<file path="src/rtl/filtro_ctrl_pkg.sv">
// Shared constants, state encoding and decode helpers for the IIR filter sequencer.
package filtro_ctrl_pkg;

  localparam int unsigned NUM_PHASES = 7;
  localparam int unsigned NUM_COEF   = 5;
  localparam int unsigned COEF_SEL_W = 3;
  localparam int unsigned STEP_CNT_W = 4;

  typedef enum logic [3:0] {
    IDLE = 4'd0,
    PH1  = 4'd1,
    PH2  = 4'd2,
    PH3  = 4'd3,
    PH4  = 4'd4,
    PH5  = 4'd5,
    PH6  = 4'd6,
    PH7  = 4'd7,
    DONE = 4'd8
  } state_t;

  function automatic logic is_phase(input state_t s);
    return (s >= PH1) && (s <= PH7);
  endfunction

  // Coefficient index used by the shared multiplier in PH2..PH6
  function automatic logic [COEF_SEL_W-1:0] coef_of(input state_t s);
    logic [COEF_SEL_W-1:0] sel;
    sel = '0;
    case (s)
      PH2: sel = COEF_SEL_W'(0);
      PH3: sel = COEF_SEL_W'(1);
      PH4: sel = COEF_SEL_W'(2);
      PH5: sel = COEF_SEL_W'(3);
      PH6: sel = COEF_SEL_W'(4);
      default: sel = '0;
    endcase
    return sel;
  endfunction

endpackage

</file>
<file path="src/rtl/sec_phase_timer.sv">
// Per-phase step counter; last_step marks the final cycle of the current phase.
module sec_phase_timer
  import filtro_ctrl_pkg::*;
#(
  parameter int unsigned STEP_CYCLES = 1
) (
  input  logic                  clk,
  input  logic                  reset,
  input  logic                  clr,
  input  logic                  inc,
  output logic [STEP_CNT_W-1:0] step_cnt,
  output logic                  last_step
);

  always_ff @(posedge clk or posedge reset) begin
    if (reset)    step_cnt <= '0;
    else if (clr) step_cnt <= '0;
    else if (inc) step_cnt <= step_cnt + STEP_CNT_W'(1);
  end

  assign last_step = (step_cnt == STEP_CNT_W'(STEP_CYCLES - 1));

endmodule

</file>
<file path="src/rtl/filtro_secuenciador.sv">
// Seven-phase enable sequencer for the fixed-point IIR datapath, with overrun detection.
// Optional OVERRUN_CNT_EN adds a saturating dropped-sample counter (overrun_cnt).
module filtro_secuenciador
  import filtro_ctrl_pkg::*;
#(
  parameter int unsigned STEP_CYCLES = 1
) (
  input  logic                  clk,
  input  logic                  reset,
  input  logic                  datolisto,
  input  logic                  clr_overrun,
  output logic                  en1,
  output logic                  en2,
  output logic                  en3,
  output logic                  en4,
  output logic                  en5,
  output logic                  en6,
  output logic                  en7,
  output logic [COEF_SEL_W-1:0] sel_coef,
  output logic                  busy,
  output logic                  resulisto,
  output logic                  overrun
`ifdef OVERRUN_CNT_EN
  ,
  output logic [15:0]           overrun_cnt
`endif
);

  state_t                  state_q;
  state_t                  state_d;
  logic                    dl_q;
  logic                    rise;
  logic                    drop;
  logic                    last_step;
  logic [STEP_CNT_W-1:0]   step_cnt;
  logic [NUM_PHASES-1:0]   en_d;
  logic [NUM_PHASES-1:0]   en_q;
  logic [COEF_SEL_W-1:0]   sel_d;
  logic                    busy_d;
  logic                    res_d;

  assign rise = datolisto & ~dl_q;
  assign drop = rise & is_phase(state_q);

  sec_phase_timer #(
    .STEP_CYCLES (STEP_CYCLES)
  ) u_timer (
    .clk       (clk),
    .reset     (reset),
    .clr       (~is_phase(state_q) | last_step),
    .inc       (is_phase(state_q)),
    .step_cnt  (step_cnt),
    .last_step (last_step)
  );

  // State register and sample edge register
  always_ff @(posedge clk or posedge reset) begin
    if (reset) begin
      state_q <= IDLE;
      dl_q    <= 1'b0;
    end else begin
      state_q <= state_d;
      dl_q    <= datolisto;
    end
  end

  // Next-state logic; a rise in DONE chains straight into the next frame
  always_comb begin
    state_d = state_q;
    case (state_q)
      IDLE: if (rise) state_d = PH1;
      PH1, PH2, PH3, PH4, PH5, PH6, PH7:
        if (last_step) state_d = state_t'(4'(state_q) + 4'd1);
      DONE: state_d = rise ? PH1 : IDLE;
      default: state_d = IDLE;
    endcase
  end

  // Output decode from the next state so the registered outputs line up with the state
  always_comb begin
    en_d   = '0;
    sel_d  = coef_of(state_d);
    busy_d = (state_d != IDLE);
    res_d  = (state_d == DONE);
    case (state_d)
      PH1: en_d[0] = 1'b1;
      PH2: en_d[1] = 1'b1;
      PH3: en_d[2] = 1'b1;
      PH4: en_d[3] = 1'b1;
      PH5: en_d[4] = 1'b1;
      PH6: en_d[5] = 1'b1;
      PH7: en_d[6] = 1'b1;
      default: en_d = '0;
    endcase
  end

  always_ff @(posedge clk or posedge reset) begin
    if (reset) begin
      en_q      <= '0;
      sel_coef  <= '0;
      busy      <= 1'b0;
      resulisto <= 1'b0;
      overrun   <= 1'b0;
    end else begin
      en_q      <= en_d;
      sel_coef  <= sel_d;
      busy      <= busy_d;
      resulisto <= res_d;
      if (drop)             overrun <= 1'b1;
      else if (clr_overrun) overrun <= 1'b0;
    end
  end

  assign en1 = en_q[0];
  assign en2 = en_q[1];
  assign en3 = en_q[2];
  assign en4 = en_q[3];
  assign en5 = en_q[4];
  assign en6 = en_q[5];
  assign en7 = en_q[6];

`ifdef OVERRUN_CNT_EN
  // Saturating count of dropped samples; a drop in the clear cycle counts as the first
  always_ff @(posedge clk or posedge reset) begin
    if (reset)                       overrun_cnt <= '0;
    else if (drop && clr_overrun)    overrun_cnt <= 16'd1;
    else if (drop)                   overrun_cnt <= (overrun_cnt == 16'hFFFF) ? overrun_cnt
                                                                             : overrun_cnt + 16'd1;
    else if (clr_overrun)            overrun_cnt <= '0;
  end
`endif

endmodule

</file>
<file path="config.mk">
export PLATFORM = sky130hd
export DESIGN_NAME = filtro_secuenciador
export DESIGN_NICKNAME = d
export VERILOG_FILES = /design/src/rtl/filtro_ctrl_pkg.sv /design/src/rtl/sec_phase_timer.sv /design/src/rtl/filtro_secuenciador.sv
export SDC_FILE = /design/constraint.sdc
export NUM_CORES = 1
export LEC_CHECK = 0
export BUFFER_PORTS_ARGS = -buffer_cell sky130_fd_sc_hd__buf_2
export CAP_MARGIN = 20
export CORE_MARGIN = 5
export CORE_UTILIZATION = 40
export DETAILED_ROUTE_END_ITERATION = 7
export PLACE_DENSITY = 0.69
export SLEW_MARGIN = 10
export SYNTH_ARGS = -nofsm -noshare
export SYNTH_HDL_FRONTEND = slang
export SYNTH_HIERARCHICAL = 1
export SYNTH_SLANG_ARGS = --single-unit
</file>
<file path="constraint.sdc">
create_clock -name clk -period 2.6 [get_ports clk]
set_input_delay 0.13 -clock clk [delete_from_list [all_inputs] [get_ports clk]]
set_output_delay 0.13 -clock clk [all_outputs]
set_load 0.01 [all_outputs]
</file>
Word-level counts from Yosys, hierarchy flattened
Index checks and enable logic that the tools add are counted.
{"block": "op_classes", "addsub": 2, "mul": 0, "n_div": 0, "order_cmp": 2, "eq_ne": 16, "n_shift": 0, "muxes": 16, "bitwise": 5, "n_reduce_logical": 7}
{"operator": "equality test 4 x 3 -> 1 bit, second input constant", "count": 8}
{"operator": "equality test 4 x 2 -> 1 bit, second input constant", "count": 4}
{"operator": "2-to-1 mux 4 bit", "count": 4}
{"operator": "case mux 3 bit (4 select lines)", "count": 1}
{"operator": "case mux 4 bit (3 select lines)", "count": 1}
{"operator": "2-to-1 mux 1 bit", "count": 10}
{"operator": "adder 4 x 1 -> 4 bit, second input constant", "count": 2}
{"operator": "equality test 4 x 1 -> 1 bit, second input constant", "count": 2}
{"operator": "equality test 4 bit, second input constant", "count": 2}
{"operator": "zero test 4 bit", "count": 2}
{"operator": "OR reduction 7 bit", "count": 1}
{"operator": ">= comparator 4 x 1 -> 1 bit, second input constant", "count": 1}
{"operator": "less-or-equal comparator 4 x 3 -> 1 bit, second input constant", "count": 1}
{"operator": "nonzero test 2 bit", "count": 2}
{"operator": "nonzero test 4 bit", "count": 1}
{"operator": "AND 1 bit", "count": 2}
{"operator": "inverter 1 bit", "count": 2}
{"operator": "logical AND 1 bit", "count": 1}
{"operator": "OR 1 bit", "count": 1}
{"block": "totals", "regBits": 22, "latch_bits": 0, "mem_bits_rw": 0, "mem_bits_ro": 0, "inputBits": 4, "out_inout_bits": 13, "word_cells": 56, "n_memories": 0}

Longest topological paths before layout
{"block": "logic_depth", "depth_word": 6, "depth_mapped": 10, "mapped_depth_nobuf": 8}

Hierarchy
The synthesis kept the hierarchy.
{"mod": "filtro_secuenciador", "n_inst": 1, "cells_each": 71, "area_per_inst_um2": 840.8, "seq_area_each_um2": 425.4}
{"mod": "sec_phase_timer", "n_inst": 1, "cells_each": 21, "area_per_inst_um2": 224.0, "seq_area_each_um2": 100.1}

Least setup slack after synthesis
Ideal clock, no wire load.
{"block": "synth_path", "kind": "reg-to-reg", "from": "register state_q[0]", "to": "register u_timer.step_cnt[3]", "setup_ps": 125, "arrival_time_ps": 1828, "required_ps": 2475, "setup_slack_ps": 647, "path_stages_with_launch": 7, "n_path_buf": 0, "period_less_slack_ps": 1953, "path_cell_list": "dfrtp_1 > inv_1 > ha_1 > and2b_2 > a21oi_1 > nand4_1 > mux2_4"}
{"block": "synth_between", "elab_chain_cells": 5, "elab_cells_between_ends": 7, "cone_classes": "order compare: 2; mux: 1; bitwise: 2; reduce/logical: 2"}
{"item": "start: declaration", "line_no": "filtro_secuenciador.sv:29", "rtl": "state_t state_q;"}
{"item": "start signal: assignment", "line_no": "filtro_secuenciador.sv:62", "rtl": "state_q <= state_d;"}
{"item": ">= comparator 4 x 1 -> 1 bit / less-or-equal comparator 4 x 3 -> 1 bit (equally long branches)", "line_no": "filtro_ctrl_pkg.sv:22", "rtl": "return (s >= PH1) && (s <= PH7);"}
{"item": "logical AND 1 bit (*)", "line_no": "filtro_ctrl_pkg.sv:22"}
{"item": "inverter 1 bit", "line_no": "filtro_secuenciador.sv:50", "rtl": ".clr (~is_phase(state_q) | last_step),"}
{"item": "OR 1 bit", "line_no": "filtro_secuenciador.sv:50"}
{"item": "2-to-1 mux 4 bit / nonzero test 2 bit (equally long branches)"}
{"item": "end signal: assignment", "line_no": "sec_phase_timer.sv:18", "rtl": "else if (inc) step_cnt <= step_cnt + STEP_CNT_W'(1);"}
{"item": "end: declaration", "line_no": "sec_phase_timer.sv:11", "rtl": "output logic [STEP_CNT_W-1:0] step_cnt,"}
Mark *: on every way between the ends. The rest lies on a longest branch, timed or not.
A chain may end at the register's enable or synchronous reset.

Worst setup path in the final report
{"block": "layout_path", "from": "register u_timer.step_cnt[0]", "to": "register en_q[1]"}
{"block": "layout_between", "elab_chain_cells": 5}
{"item": "zero test 4 bit", "line_no": "sec_phase_timer.sv:21", "rtl": "assign last_step = (step_cnt == STEP_CNT_W'(STEP_CYCLES - 1));"}
{"item": "net last_step", "line_no": "filtro_secuenciador.sv:34", "rtl": "logic last_step;"}
{"item": "2-to-1 mux 4 bit", "line_no": "filtro_secuenciador.sv:73", "rtl": "if (last_step) state_d = state_t'(4'(state_q) + 4'd1);"}
{"item": "case mux 4 bit (3 select lines)", "line_no": "filtro_secuenciador.sv:70", "rtl": "case (state_q)"}
{"item": "equality test 4 x 2 -> 1 bit", "line_no": "filtro_secuenciador.sv:85", "rtl": "case (state_d)"}
{"item": "2-to-1 mux 1 bit", "line_no": "filtro_secuenciador.sv:85"}
{"item": "net en_d[1]", "line_no": "filtro_secuenciador.sv:36", "rtl": "logic [NUM_PHASES-1:0] en_d;"}
{"item": "end signal: assignment", "line_no": "filtro_secuenciador.sv:105", "rtl": "en_q <= en_d;"}
{"item": "end: declaration", "line_no": "filtro_secuenciador.sv:37", "rtl": "logic [NUM_PHASES-1:0] en_q;"}
The timed path passes the listed nets, and every way through them passes these cells.

==> results.json <==
{
  "status": "finished clean",
  "num_rows": 18,
  "maxSlewViolCount": 0,
  "antenna_found_initial": 0,
  "yosysSeqAreaShare": 0.494,
  "clock-root-buffer": "clkbuf_4",
  "synthAdderAreaFrac": 0.0705,
  "cellLeakagePower_nw": 0.610,
  "design.die.area_mm2": 0.00379,
  "ys_types": 40,
  "cts_buffers": 3,
  "maxCapViolations": 0,
  "slew_headroom": 0.467,
  "multi_input_area_um2": 454,
  "synth_xor_area_frac": 0.0247,
  "timing.rr.end": "en_q[1]",
  "place_ws_ns": 0.500,
  "setup_viol_count_final": 0,
  "synthSimpleGateAreaFrac": 0.174,
  "synthTopCellsByArea": "dfrtp_1 49%, ha_1 7.1%, nor3_1 3.8%, inv_1 3.2%, a2111oi_4 2.6%",
  "netlist_area_mm2": 0.00106,
  "synth.mux.area_fraction": 0.0329,
  "clock_latency_ns": 0.31,
  "worst-endpoint-required_ns": 2.77,
  "post-dp-hpwl_um": 1440,
  "start_kind": "flip-flop",
  "period_needed_ns": 2.11,
  "synth_top_area_frac": 0.494,
  "ir_drop_uv": 552,
  "reg2reg_setup_slack_ns": 0.49,
  "drtIter0Drc": 16,
  "synthCells": 92,
  "async_reset_ff_frac": 1.00,
  "regArea_um2": 526,
  "fin_util": 0.482,
  "ant_nets": 0,
  "period_share": 0.812,
  "endpoint_kind": "flip-flop",
  "min_path_type": "in2async",
  "hold_viol_final": 0,
  "clk_pin_slew_worst_paths_ns": 0.11,
  "place_congestion": 0.930,
  "cts.sinks": 21,
  "n_antenna_cell": 0,
  "drive_above_1_share": 0.292,
  "path_max_fanout": 7,
  "ys_ff_latch": 21,
  "area.growth.synth_to_final_pct": 14.2,
  "routed_wirelength_um": 1880,
  "rr_worst_depth": 7,
  "r2r_start": "u_timer/step_cnt[0]",
  "synthTopCellsByCount": "21 x dfrtp_1, 9 x inv_1, 8 x nor3_1",
  "tightest_slew_ns": 0.779,
  "layout.nets": 124,
  "core_mm2": 0.00252,
  "dr.pass1.iters": 4,
  "rsz0062_at_grt": "no",
  "finClkSkew_ns": 0.00546,
  "syn_nets": 102,
  "ys_warn_count": 6,
  "die_h_um": 61.6,
  "grt_pass1_vias": 710,
  "synth_top_family_by_area": "simple AND/OR/NAND/NOR gates",
  "start_util": 0.422,
  "max_freq_mhz": 473,
  "clock_tree.buffer_depth": 2,
  "post_cts_buffers": 0,
  "ios": 17,
  "yosysMostFrequentCell": "dfrtp_1",
  "synth_flop_cell": "dfrtp_1",
  "drcViolationCount": 0,
  "cts_tree": "built",
  "synth-edff-count": 0,
  "grt_max_degree": 18,
  "post_cts_resized": 0,
  "wl_per_cell_um": 13.1,
  "crit_arrival_ns": 2.28,
  "post_drt_via_cell_ratio": 5.09,
  "htree_levels": 1,
  "vias": 728,
  "numPortBuffers": 16,
  "overflow": 0,
  "synth.largest_area_cell": "dfrtp_1",
  "worstSetupPathType": "reg2reg",
  "syn_area_per_cell_um2": 11.6,
  "power_density_mw_per_mm2": 1060,
  "grt_usage": 0.117,
  "fin_ws_ns": 0.488,
  "fillers": 233,
  "tns_ns": 0,
  "die_x_um": 61.6,
  "grt_pass1_wl_um": 3170,
  "synth_compound_area_frac": 0.125
}
[worst max-delay path by stage]
stage | end | slack (ns) | from | cells past startpoint
after floorplan | u_timer/step_cnt[3] | 0.65 | state_q[0] | 6
after global placement | en_q[1] | 0.52 | u_timer/step_cnt[0] | 7
after detailed placement | en_q[1] | 0.50 | u_timer/step_cnt[0] | 7
after CTS | en_q[1] | 0.47 | u_timer/step_cnt[0] | 7
after global routing | en_q[1] | 0.25 | u_timer/step_cnt[0] | 7
final | en_q[1] | 0.49 | u_timer/step_cnt[0] | 7
[what timing repair did]
| item | 4_1_cts | 5_1_grt |
|---|---|---|
| endpoints found under the setup margin | 0 | 0 |
| hold endpoints to repair | 23 | 0 |
| hold buffers | 3 | 0 |
[through the flow]
stage / area, µm² / hold WS (ns) / std cells / power (W)
floorplan: 1060 / -0.104 / 92 / 0.00103
global placement: 1160 / 0.0236 / 136 / 0.00112
detailed placement: 1160 / 0.0289 / 136 / 0.00114
CTS: 1220 / 0.225 / 143 / 0.00130
global route: 1220 / 0.233 / 143 / 0.00141
finish: 1220 / 0.242 / 143 / 0.00129
[kinds of logic after synthesis]
| group | Yosys count |
|---|---|
| simple gates | 30 |
| xor+xnor | 3 |
| flops | 21 |
| buf+inv | 15 |
| fa+ha+maj | 6 |
| compound gates | 14 |
| mux | 3 |
[area by class of cell]
class,count,share of cell area
clock buffers,3,0.0185
clock inverters,1,0.00412
inverters,11,0.0381
multi-input cells,56,0.373
flip-flops and latches,21,0.432
well taps,30,0.0309
repair buffers,21,0.103
[registers in the layout (all words and copies together) (netlist names)]
signal            cells
state_q               4
sel_coef              3
en_q                  6
busy                  1
resulisto             1
overrun               1
u_timer/step_cnt      4
dl_q                  1
[power breakdown]
| part | total (W) | internal, W | switching, W |
|---|---|---|---|
| logic | 0.000685 | 0.000271 | 0.000414 |
| registers | 0.000449 | 0.000403 | 0.0000467 |
| clock network | 0.000155 | 0.0000575 | 0.0000975 |
| total | 0.00129 | 0.000731 | 0.000558 |
[cell usage in the layout (no fill, tap or decap), types with 2 or more instances in the layout]
cell type / netlist / layout
buf_4: 1 / 2
buf_2: 1 / 16
dfrtp_1: 21 / 21
and2_1: 2 / 2
a21oi_1: 4 / 4
inv_1: 9 / 9
clkbuf_4: 0 / 3
nor3_1: 8 / 8
ha_1: 6 / 6
nand3b_1: 2 / 2
xnor2_1: 2 / 2
nor2_1: 4 / 4
nand4_1: 2 / 2
dlygate4sd3_1: 0 / 3
nand2b_1: 2 / 2
mux2i_1: 2 / 2
[per-layer routing]
metal | vias to the layer above | routed length [µm] | track usage
met2 | 22 | 945 | 0.190
met4 | 0 | 41 | 0.0515
met3 | 6 | 154 | 0.0545
met5 | - | 0 | 0
li1 | 357 | - | -
met1 | 343 | 735 | 0.131
[worst max-delay path, stage by stage, from the launching register on]
cell,delay (ns)
dfrtp_1,0.44
inv_1,0.08
ha_1,0.13
nor3b_1,0.21
buf_4,0.19
a21oi_1,0.10
a2111oi_0,0.73
nor3_1,0.11
(Power assumes the default switching activity.)
